`config.mk`:
```
export PLATFORM = sky130hd
export DESIGN_NAME = bf16_op_scheduler
export DESIGN_NICKNAME = d
export VERILOG_FILES = /design/src/rtl/data_type_pkg.sv /design/src/rtl/bf16_op_scheduler.sv
export SDC_FILE = /design/constraint.sdc
export NUM_CORES = 1
export LEC_CHECK = 0
export CORE_MARGIN = 10
export CORE_UTILIZATION = 36
export CTS_BUF_LIST = sky130_fd_sc_hd__clkbuf_8
export DETAILED_ROUTE_END_ITERATION = 16
export HOLD_SLACK_MARGIN = 0.08
export PLACE_DENSITY = 0.78
export SLEW_MARGIN = 20
export SYNTH_ARGS = -nofsm -noshare
export SYNTH_HDL_FRONTEND = slang
export SYNTH_SLANG_ARGS = --single-unit
```
`constraint.sdc`:
```
create_clock -name clk -period 2.1 [get_ports clk]
set_clock_uncertainty 0.1 [all_clocks]
set_input_delay 0.42 -clock clk [delete_from_list [all_inputs] [get_ports clk]]
set_output_delay 0.42 -clock clk [all_outputs]
set_load 0.02 [all_outputs]
```
`src/rtl/data_type_pkg.sv`:
```
// Opcode encodings shared by the bf16 arithmetic path and its scheduler.
package data_type_pkg;

  localparam logic [3:0] OP_ADD = 4'h1;
  localparam logic [3:0] OP_MUL = 4'h2;

endpackage

```
`src/rtl/bf16_op_scheduler.sv`:
```
// Sequencing controller for the shared bf16 add/mul path: round-robin grant between two
// requesters, holds operands on the op multiplexer for OP_LAT cycles, then returns the
// captured result, overflow and illegal-opcode flag on a valid/ready response channel.
module bf16_op_scheduler
  import data_type_pkg::*;
#(
  parameter int unsigned OP_LAT = 1
) (
  input  logic        clk,
  input  logic        rst,

  input  logic        req0_valid_i,
  output logic        req0_ready_o,
  input  logic [3:0]  req0_op_i,
  input  logic [15:0] req0_in1_i,
  input  logic [15:0] req0_in2_i,

  input  logic        req1_valid_i,
  output logic        req1_ready_o,
  input  logic [3:0]  req1_op_i,
  input  logic [15:0] req1_in1_i,
  input  logic [15:0] req1_in2_i,

  output logic        rsp_valid_o,
  input  logic        rsp_ready_i,
  output logic        rsp_id_o,
  output logic [15:0] rsp_data_o,
  output logic        rsp_overflow_o,
  output logic        rsp_illegal_o,

  output logic [3:0]  mux_op_o,
  output logic [15:0] mux_in1_o,
  output logic [15:0] mux_in2_o,
  input  logic [15:0] mux_out_i,
  input  logic        mux_overflow_i,

  output logic        busy_o
);

  typedef enum logic [1:0] {StIdle, StExec, StResp} state_e;

  localparam logic [3:0] CntInit = 4'(OP_LAT - 1);

  state_e      state_q;
  logic        prio_q;
  logic [3:0]  cnt_q;
  logic [3:0]  op_q;
  logic [15:0] in1_q;
  logic [15:0] in2_q;
  logic        id_q;
  logic [15:0] data_q;
  logic        ovf_q;
  logic        illegal_q;

  logic        gnt_valid;
  logic        gnt_id;
  logic [3:0]  gnt_op;
  logic [15:0] gnt_in1;
  logic [15:0] gnt_in2;
  logic        gnt_legal;
  logic        accept;

  // Grant: a lone valid wins, otherwise the priority pointer decides. Readies stay low in reset.
  always_comb begin
    gnt_valid = req0_valid_i | req1_valid_i;
    gnt_id    = (req0_valid_i & req1_valid_i) ? prio_q : req1_valid_i;
    gnt_op    = gnt_id ? req1_op_i  : req0_op_i;
    gnt_in1   = gnt_id ? req1_in1_i : req0_in1_i;
    gnt_in2   = gnt_id ? req1_in2_i : req0_in2_i;
    gnt_legal = (gnt_op == OP_ADD) || (gnt_op == OP_MUL);
    accept    = (state_q == StIdle) && !rst && gnt_valid;
  end

  assign req0_ready_o   = accept & ~gnt_id;
  assign req1_ready_o   = accept & gnt_id;

  assign rsp_valid_o    = (state_q == StResp);
  assign rsp_id_o       = id_q;
  assign rsp_data_o     = data_q;
  assign rsp_overflow_o = ovf_q;
  assign rsp_illegal_o  = illegal_q;

  assign mux_op_o       = op_q;
  assign mux_in1_o      = in1_q;
  assign mux_in2_o      = in2_q;

  assign busy_o         = (state_q != StIdle);

  // Controller FSM with the operand, result and arbitration registers.
  always_ff @(posedge clk or posedge rst) begin
    if (rst) begin
      state_q   <= StIdle;
      prio_q    <= 1'b0;
      cnt_q     <= 4'd0;
      op_q      <= 4'd0;
      in1_q     <= 16'd0;
      in2_q     <= 16'd0;
      id_q      <= 1'b0;
      data_q    <= 16'd0;
      ovf_q     <= 1'b0;
      illegal_q <= 1'b0;
    end else begin
      unique case (state_q)
        StIdle: begin
          if (accept) begin
            op_q   <= gnt_op;
            in1_q  <= gnt_in1;
            in2_q  <= gnt_in2;
            id_q   <= gnt_id;
            prio_q <= ~gnt_id;
            if (gnt_legal) begin
              cnt_q   <= CntInit;
              state_q <= StExec;
            end else begin
              // Illegal opcodes never touch the datapath; answer right away.
              data_q    <= 16'd0;
              ovf_q     <= 1'b0;
              illegal_q <= 1'b1;
              state_q   <= StResp;
            end
          end
        end
        StExec: begin
          if (cnt_q == 4'd0) begin
            data_q    <= mux_out_i;
            ovf_q     <= mux_overflow_i;
            illegal_q <= 1'b0;
            state_q   <= StResp;
          end else begin
            cnt_q <= cnt_q - 4'd1;
          end
        end
        StResp: begin
          if (rsp_ready_i) begin
            state_q <= StIdle;
          end
        end
        default: state_q <= StIdle;
      endcase
    end
  end

endmodule

```
==> results.yml <==
run_status:
  outcome: "complete, no violations"
placement:
  hpwl_mm: 7.15
  placed_cells: 555
  dp_slack_ns: -0.568
  port_buffers: 152
  gp_congestion: 0.782
  placed_cell_area_um2: 4580
die:
  core.rowCount: 32
  die_w_um: 108
  die-area_um2: 11700
  num_io_pins: 153
  core_area_um2: 7650
  fp.dieH_um: 108
  start_util_pct: 36.5
layout:
  nNetsFinal: 561
  layoutNonFillerInstCount: 571
  area_growth_pct: 71.3
  diodes: 0
  design_area_um2: 4780
  drive_above_1_share_pct: 13.2
  layout_common_cells: "clkdlybuf4s50_1 (145), nand2_1 (76), dfrtp_1 (62)"
  final_common_cell: "clkdlybuf4s50_1"
run:
  drv_cap: 0
synth:
  synth_cell_types: 36
  ys_ff_latch: 62
  yosys.area.top_type: "dfrtp_1"
  yosys.area.top_type_share_pct: 55.6
  syn_nets: 390
  yosys-top-cells-area: "dfrtp_1 (56%), nand2_1 (10%), a31oi_1 (8.1%)"
  syn_area_per_cell_um2: 9.49
  synth_warnings: 0
  ys_seq_area_share_pct: 55.6
  synth_area_um2: 2790
  syn_inst: 294
clock_network:
  htreeDepth: 3
  path_clk_slew_ns: 0.07
  clock_sinks: 62
  cts_tree: "built"
  cts_hold_buffers: 0
  root_buffer: "clkbuf_8"
  clock_path_buffers: 2
  numCtsBuffers: 9
  clk_latency_ns: 0.33
timing:
  clock.fmax_ghz: 0.506
  rsz0062_at_grt: "false"
  setup_viol: 0
  worst_slack_ns: 0.125
  worst_pin_slew_ns: 0.411
  period_share_pct: 94.0
  slew_viol_final: 0
  max_slew_margin_pct: 72.6
  hold_violations: 0
  fin_crit_ns: 1.98
detailed_routing:
  drtIter0Drc: 76
  drc: 0
  firstDrtPassIters: 6
  drt-total-wl_mm: 9.21
  antenna_left: 0
  avgViaCountPerCell: 4.81
  vias: 2747
  post_drt_wl_per_cell_um: 16.1
critical_path:
  cp-end-kind: "output port"
  critical_path_class: "reg -> out"
  critPathMaxFanout: 3
  arrival_ns: 1.46
  critPathRequiredTime_ns: 1.58
  worstSetupStartpointType: "register"
power:
  leakagePower_nw: 2.10
  power_density_nw_per_um2: 1370
  peakVddDrop_mv: 0.602
global_routing:
  grt.overflow.total: 0
  antenna_found_initial: 0
  grt_pass1_wl_mm: 14.6
  grt_pass1_vias: 2841
  track_usage_pct: 15.8
  grt_max_degree: 49
min_path:
  hp-class: "in -> async"
-- flip-flops by register name, indices dropped and copies added (netlist names) --
signal          count
mux_in1_o          16
mux_in2_o          16
rsp_data_o         16
cnt_q               4
mux_op_o            4
state_q             2
prio_q              1
rsp_id_o            1
rsp_illegal_o       1
rsp_overflow_o      1
-- cell usage after synthesis, drive strengths merged --
master / number
o22ai: 3
o2111ai: 1
o21ai: 2
a22o: 17
buf: 11
o2bb2ai: 1
dfrtp: 62
a21oi: 3
nor2b: 2
nor2: 47
or2b: 1
clkbuf: 6
inv: 8
nor4: 1
o211ai: 2
a32oi: 2
nand4: 1
a21o: 1
or2: 1
a31oi: 36
or3b: 1
nand2b: 2
nand2: 76
mux2i: 1
xor2: 2
o21bai: 1
nand3: 1
ha: 2
-- layer usage --
| metal | vias up | part of all wire [%] | track usage (%) |
|---|---|---|---|
| met4 | 0 | 0.68 | 4.01 |
| met1 | 1287 | 39 | 17.7 |
| li1 | 1355 | - | - |
| met3 | 7 | 11 | 7.32 |
| met2 | 98 | 49 | 26.5 |
| met5 | - | 0 | 0 |
-- worst max-delay path: stages (launching register included) --
cell	delay [ns]
dfrtp_1	0.41
nor2_4	0.13
inv_2	0.04
or2_1	0.26
nor2_2	0.16
buf_6	0.14
-- worst paths after layout --
kind                            start        endpoint  slack, ns  cells after the start
setup reg to reg             cnt_q[0]  rsp_data_o[14]       0.14                      7
hold / removal                    rst   mux_in1_o[15]       0.15                      2
min in group clk             rsp_id_o        rsp_id_o       0.40                      1
max in group asynchronous         rst   mux_in2_o[10]       1.24                      3
hold reg to reg              rsp_id_o        rsp_id_o       0.40                      1
setup / recovery           state_q[1]    req1_ready_o       0.12                      5
-- final cells by class --
type	instances	area (µm²)
Tap cell	102	128
Timing Repair Buffer	177	1750
Clock inverter	5	51.3
Sequential cell	62	1550
Clock buffer	10	138
Fill cell	658	2870
Multi-Input combinational cell	207	1130
Inverter	8	30.0
-- logic make-up after synthesis --
family | count (synthesis) | share of synthesized area, %
AOI/OAI and AO/OA | 69 | 18.7
xor gates and xnor gates | 2 | 0.628
adders and majority gates | 2 | 0.897
buffers and inverters | 25 | 4.17
DFF | 62 | 55.6
muxes | 1 | 0.359
and+or+nand+nor | 133 | 19.6
-- timing repair --
action | in CTS | in global routing
resized for setup | 16 | 3
endpoints found under the setup margin | 4 | 2
setup buffers | 1 | 0
pin swaps | 3 | 2
-- report_power, final --
part           total (W)  switching, W  internal, W  leakage, nW
clock network    0.00102      0.000459     0.000566       0.0993
logic            0.00347       0.00177      0.00170         1.25
registers        0.00206      0.000307      0.00175        0.745
total            0.00655       0.00253      0.00402         2.10
-- through the flow --
| step | power [W] | hold slack, ns | TNS (ns) | utilization, % |
|---|---|---|---|---|
| 4_1_cts | 0.00663 | 0.156 | 0 | 62.4 |
| 5_1_grt | 0.00700 | 0.178 | 0 | 62.5 |
| 6_report | 0.00655 | 0.149 | 0 | 62.5 |
| 3_5_place_dp | 0.00560 | 0.383 | -4.57 | 59.9 |
| 2_1_floorplan | 0.00385 | 0.363 | 0 | - |
| 3_3_place_gp | 0.00552 | 0.376 | -3.98 | 59.9 |
Note: power is estimated with default switching activity, not from simulation.
==> edit 1, RTL diff (same settings) <==
Make the reset (`rst`) synchronous in one clocked block.
--- a/src/rtl/bf16_op_scheduler.sv
+++ b/src/rtl/bf16_op_scheduler.sv
@@ -87,7 +87,7 @@
   assign busy_o         = (state_q != StIdle);
 
   // Controller FSM with the operand, result and arbitration registers.
-  always_ff @(posedge clk or posedge rst) begin
+  always_ff @(posedge clk) begin
     if (rst) begin
       state_q   <= StIdle;
       prio_q    <= 1'b0;
Behaviour: differs if rst is asserted again (counterexample within 4 cycles, from zero or initial values and one cycle with rst high); with rst held inactive, the same outputs for 4 cycles.
==> edit 1 against the original RTL <==
The flow now finishes with violations (setup timing). Synthesized cell count is 2.0% higher. First-iteration DRC count is 3.9% lower. Sequential cell count stayed put. Area after synthesis is 1.7% higher. Wire length is 1.9% higher. Worst setup slack worse by 0.13 ns. Count of clock-buffer cells in the layout is 1 lower. Design area is 0.24% higher. Register-to-register slack worse by 0.15 ns. Global-route usage is 0.57 points lower. Critical endpoint is now rsp_data_o[3].
Power is not compared: it rests on default switching activity, and its combinational part moved more than twofold at a synthesized area within 25%.
==> edit 1: results <==
metrics = {
    "critical_path": {
        "path_class": "reg2reg",
        "reg2reg_to": "rsp_data_o[3]",
        "critical_path.max_stage_delay_ns": 0.49,
        "cp.arrival_ns": 2.27,
        "reg2reg_from": "state_q[0]",
    },
    "synthesis": {
        "synthAdderAreaFrac_pct": 0.8818,
        "synth_xor_area_share_pct": 0.6173,
        "synthCells": 300,
        "seq_area_frac_synth_pct": 43.74,
        "syn_nets": 396,
        "synth_mux_area_share_pct": 19.49,
        "synth-main-ff-cell": "dfxtp_1",
        "synth_commonest_cells": "dfxtp_1, mux2i_1, nor2_1, a211oi_1, nand2_1",
        "synth_area_leaders": "dfxtp_1, mux2i_1, a211oi_1",
        "synth_compound_area_share_pct": 13.40,
        "synth.distinct_cells": 34,
        "synthArstFlopShare_pct": 0,
    },
    "routing": {
        "route.met3.wl_um": 681,
        "wire_per_inst_um": 16.47,
        "drt-initial-drc-count": 73,
        "vias": 2776,
        "totalWireLength_mm": 9.389,
        "drt-met1-wl_mm": 3.452,
        "detail_route.first_pass.iterations": 4,
    },
    "timing": {
        "setup_slack_ns": -0.007077,
        "setup_viol": 3,
    },
    "global_route": {
        "grtUsageTotal_pct": 15.20,
        "use_met1_pct": 15.54,
        "grt_pass1_wl_mm": 14.35,
        "grt_max_degree": 74,
        "use_met2_pct": 28.02,
        "grt_util_met3_pct": 4.897,
        "grt_pass1_vias": 2877,
    },
    "status": {
        "status": "finished, violations left",
        "violations": "setup timing",
    },
    "placement": {
        "dp_hpwl_mm": 7.250,
        "routabilityCongestion": 0.7745,
        "placedCellCount": 551,
    },
    "worst_hold_path": {
        "hp-class": "reg2reg",
    },
    "clocking": {
        "cts_resized": 13,
        "postCtsSetupRepairBufs": 0,
    },
    "layout": {
        "layout-drive-gt1-share_pct": 11.11,
        "nets": 559,
    },
}
-- edit 1: cell types whose count changed in the layout (fill, tap and decap cells not counted), moves of 6 or more --
cell      unedited run  this run
nand2_1             76        22
dfrtp_1             62         0
nand2b_1             2        13
dfxtp_1              0        61
a31oi_1             36         0
nor2_1              42        48
a22o_1               8         0
mux2i_1              1        53
a22o_2               9         0
a211oi_1             0        37
-- edit 1: through the flow --
step                hold WS, ns  setup slack [ns]
floorplan                0.3808          0.003840
global placement         0.3455           -0.4570
detailed placement       0.3591           -0.4602
CTS                      0.3682          0.004339
global route             0.3963          -0.06632
finish                   0.3629         -0.007077
-- edit 1: layout make-up --
cell class,count,area (sq um)
clock inverter,7,67.56
fill,659,2897
tap,102,127.6
sequential,62,1242
inverter,6,22.52
clock buffer,9,123.9
timing repair buffer,175,1745
multi-input combinational,209,1461
-- edit 1: worst min-delay path, stage by stage (launching register included) --
cell and delay [ns]:
dfxtp_1 0.31, nand2_1 0.05, mux2i_1 0.06
==> edit 2, RTL diff (same settings) <==
Made on the original files. Put one more register stage on the output `rsp_overflow_o`, cleared by the reset. The value now appears one clock later. The other outputs are not delayed to match.
--- a/src/rtl/bf16_op_scheduler.sv
+++ b/src/rtl/bf16_op_scheduler.sv
@@ -77,7 +77,13 @@
   assign rsp_valid_o    = (state_q == StResp);
   assign rsp_id_o       = id_q;
   assign rsp_data_o     = data_q;
-  assign rsp_overflow_o = ovf_q;
+  always_ff @(posedge clk or posedge rst) begin
+    if (rst) begin
+      rsp_overflow_o <= '0;
+    end else begin
+      rsp_overflow_o <= ovf_q;
+    end
+  end
   assign rsp_illegal_o  = illegal_q;
 
   assign mux_op_o       = op_q;
Behaviour: not the same (Yosys sat finds a counterexample within 4 cycles, from zero or initial values and one cycle with rst high).
==> edit 2 against the original RTL <==
Synthesized cell count grew 0.34%. Design area is 1.5% higher. Clock power rose by 15%. Final cell count grew 0.35%. Power up 3.6%. First-iteration DRC count is 12% lower. Register-to-register slack worse by 0.02 ns. Worst setup slack got worse by 0.00051 ns. Area after synthesis increased by 0.90%. Wire length grew 3.5%. Sequential cell count is 1 higher. Critical path type is now reg2reg. Largest cell class unchanged. Largest power group unchanged. Highest routed layer unchanged.
==> edit 2: results <==
metrics = {
    "status": {
        "status": "finished, final reports clean",
    },
    "timing": {
        "whs_ns": 0.1928,
        "tightest_slew_ns": 0.3905,
        "setup_viol": 0,
    },
    "synthesis": {
        "synth_top_area_share_pct": 56.00,
        "syn_nets": 391,
        "synth_commonest_cells": "nand2_1, dfrtp_1, nor2_1, a31oi_1",
        "synthArstFlopShare_pct": 100.0,
        "synth.distinct_cells": 36,
        "synth_xor_area_share_pct": 0.6222,
        "synthAdderAreaFrac_pct": 0.8889,
        "synth_compound_area_share_pct": 18.53,
        "ys_warn_count": 0,
        "synth_area_leaders": "dfrtp_1, nand2_1, a31oi_1",
        "seq_area_frac_synth_pct": 56.00,
        "synth_mux_area_share_pct": 0.3556,
    },
    "critical_path": {
        "reg2reg_to": "rsp_data_o[6]",
        "reg2reg_from": "cnt_q[0]",
        "crit_slowest_cell": "or3b_4",
        "cp.arrival_ns": 2.09,
        "regToRegSetupSlack_ns": 0.12,
        "critical_path.max_stage_delay_ns": 0.43,
        "crit_fanout": 19,
    },
    "routing": {
        "drt-initial-drc-count": 67,
        "vias_per_cell": 4.888,
        "detail_route.first_pass.iterations": 4,
        "totalWireLength_mm": 9.529,
    },
    "global_route": {
        "antenna_found_initial": 0,
        "grt_pass1_vias": 2981,
        "grtUsageTotal_pct": 16.39,
        "grt_pass1_wl_mm": 15.24,
        "grt_max_degree": 44,
    },
    "worst_hold_path": {
        "hp-class": "in2async",
    },
    "placement": {
        "routabilityCongestion": 0.8373,
        "dp_hpwl_mm": 7.395,
    },
    "layout": {
        "nets": 562,
        "fill_cells": 629,
        "layout-drive-gt1-share_pct": 13.38,
        "regArea_sq_um": 1577,
        "antenna_cells": 0,
    },
    "pwr": {
        "irDropWorstVdd_mv": 0.5773,
        "leakage_nw": 2.130,
    },
    "clocking": {
        "path_clk_slew_ns": 0.07,
        "cts_buffers": 9,
        "cts_root_buf": "clkbuf_8",
        "cts.path.max_buffers": 2,
    },
}
## edit 2: cell types whose count changed after synthesis, sizes merged
cell,before,now
dfrtp,62,63
## edit 2: logic make-up after synthesis
| family | Yosys count |
|---|---|
| flops | 63 |
| fa+ha+maj | 2 |
| buf+inv | 25 |
| mux | 1 |
| simple gates | 133 |
| compound gates | 69 |
| xor+xnor | 2 |
## edit 2: how the worst max path moves through the flow
stage / from / end / slack, ns
2_1_floorplan: rst / cnt_q[0] / 0.01
3_3_place_gp: rst / req1_ready_o / -0.54
3_5_place_dp: rst / req1_ready_o / -0.53
4_1_cts: req1_valid_i / req1_ready_o / 0.003
5_1_grt: cnt_q[0] / rsp_data_o[11] / 0.05
6_report: cnt_q[0] / rsp_data_o[6] / 0.12
## edit 2: critical path: cells and delay by family, from the launching register on
family	cells	cell delay (ns)
flops	1	0.42
compound gates	3	0.46
fa+ha+maj	1	0.18
buf+inv	2	0.27
simple gates	1	0.43
## edit 2: metal layers
layer,up-vias,part of all wire (%),track usage [%]
met5,-,0,0
met1,1328,39,17.77
met2,106,49,27.28
met4,0,2.4,7.062
li1,1350,-,-
met3,17,10,7.258
## edit 2: stage by stage
step	power, mW	std cells	setup WS, ns	instance area, sq um	utilization (%)
CTS	6.870	571	0.003448	4825	63.09
global placement	5.579	555	-0.5425	4608	60.26
global route	7.251	573	0.05381	4851	63.43
finish	6.790	573	0.1245	4851	63.43
floorplan	3.882	295	0.01025	2815	-
detailed placement	5.690	555	-0.5326	4608	60.26
## edit 2: what timing repair did
| item | in CTS | in global routing |
|---|---|---|
| hold endpoints to repair | 0 | 0 |
| resized for setup | 15 | 4 |
| setup endpoints to repair | 4 | 2 |
| pin swaps | 0 | 3 |
| setup buffers | 0 | 2 |
## edit 2: area by class of cell
type	instances	area share (%)
Timing Repair Buffer	177	36.27
Sequential cell	63	32.50
Multi-Input combinational cell	207	23.39
Clock buffer	10	2.837
Tap cell	102	2.631
Clock inverter	6	1.754
Inverter	8	0.6190
## edit 2: power by group
group / switching [mW] / internal (mW)
Sequential: 0.326 / 1.78
Clock: 0.471 / 0.697
Combinational: 1.79 / 1.73
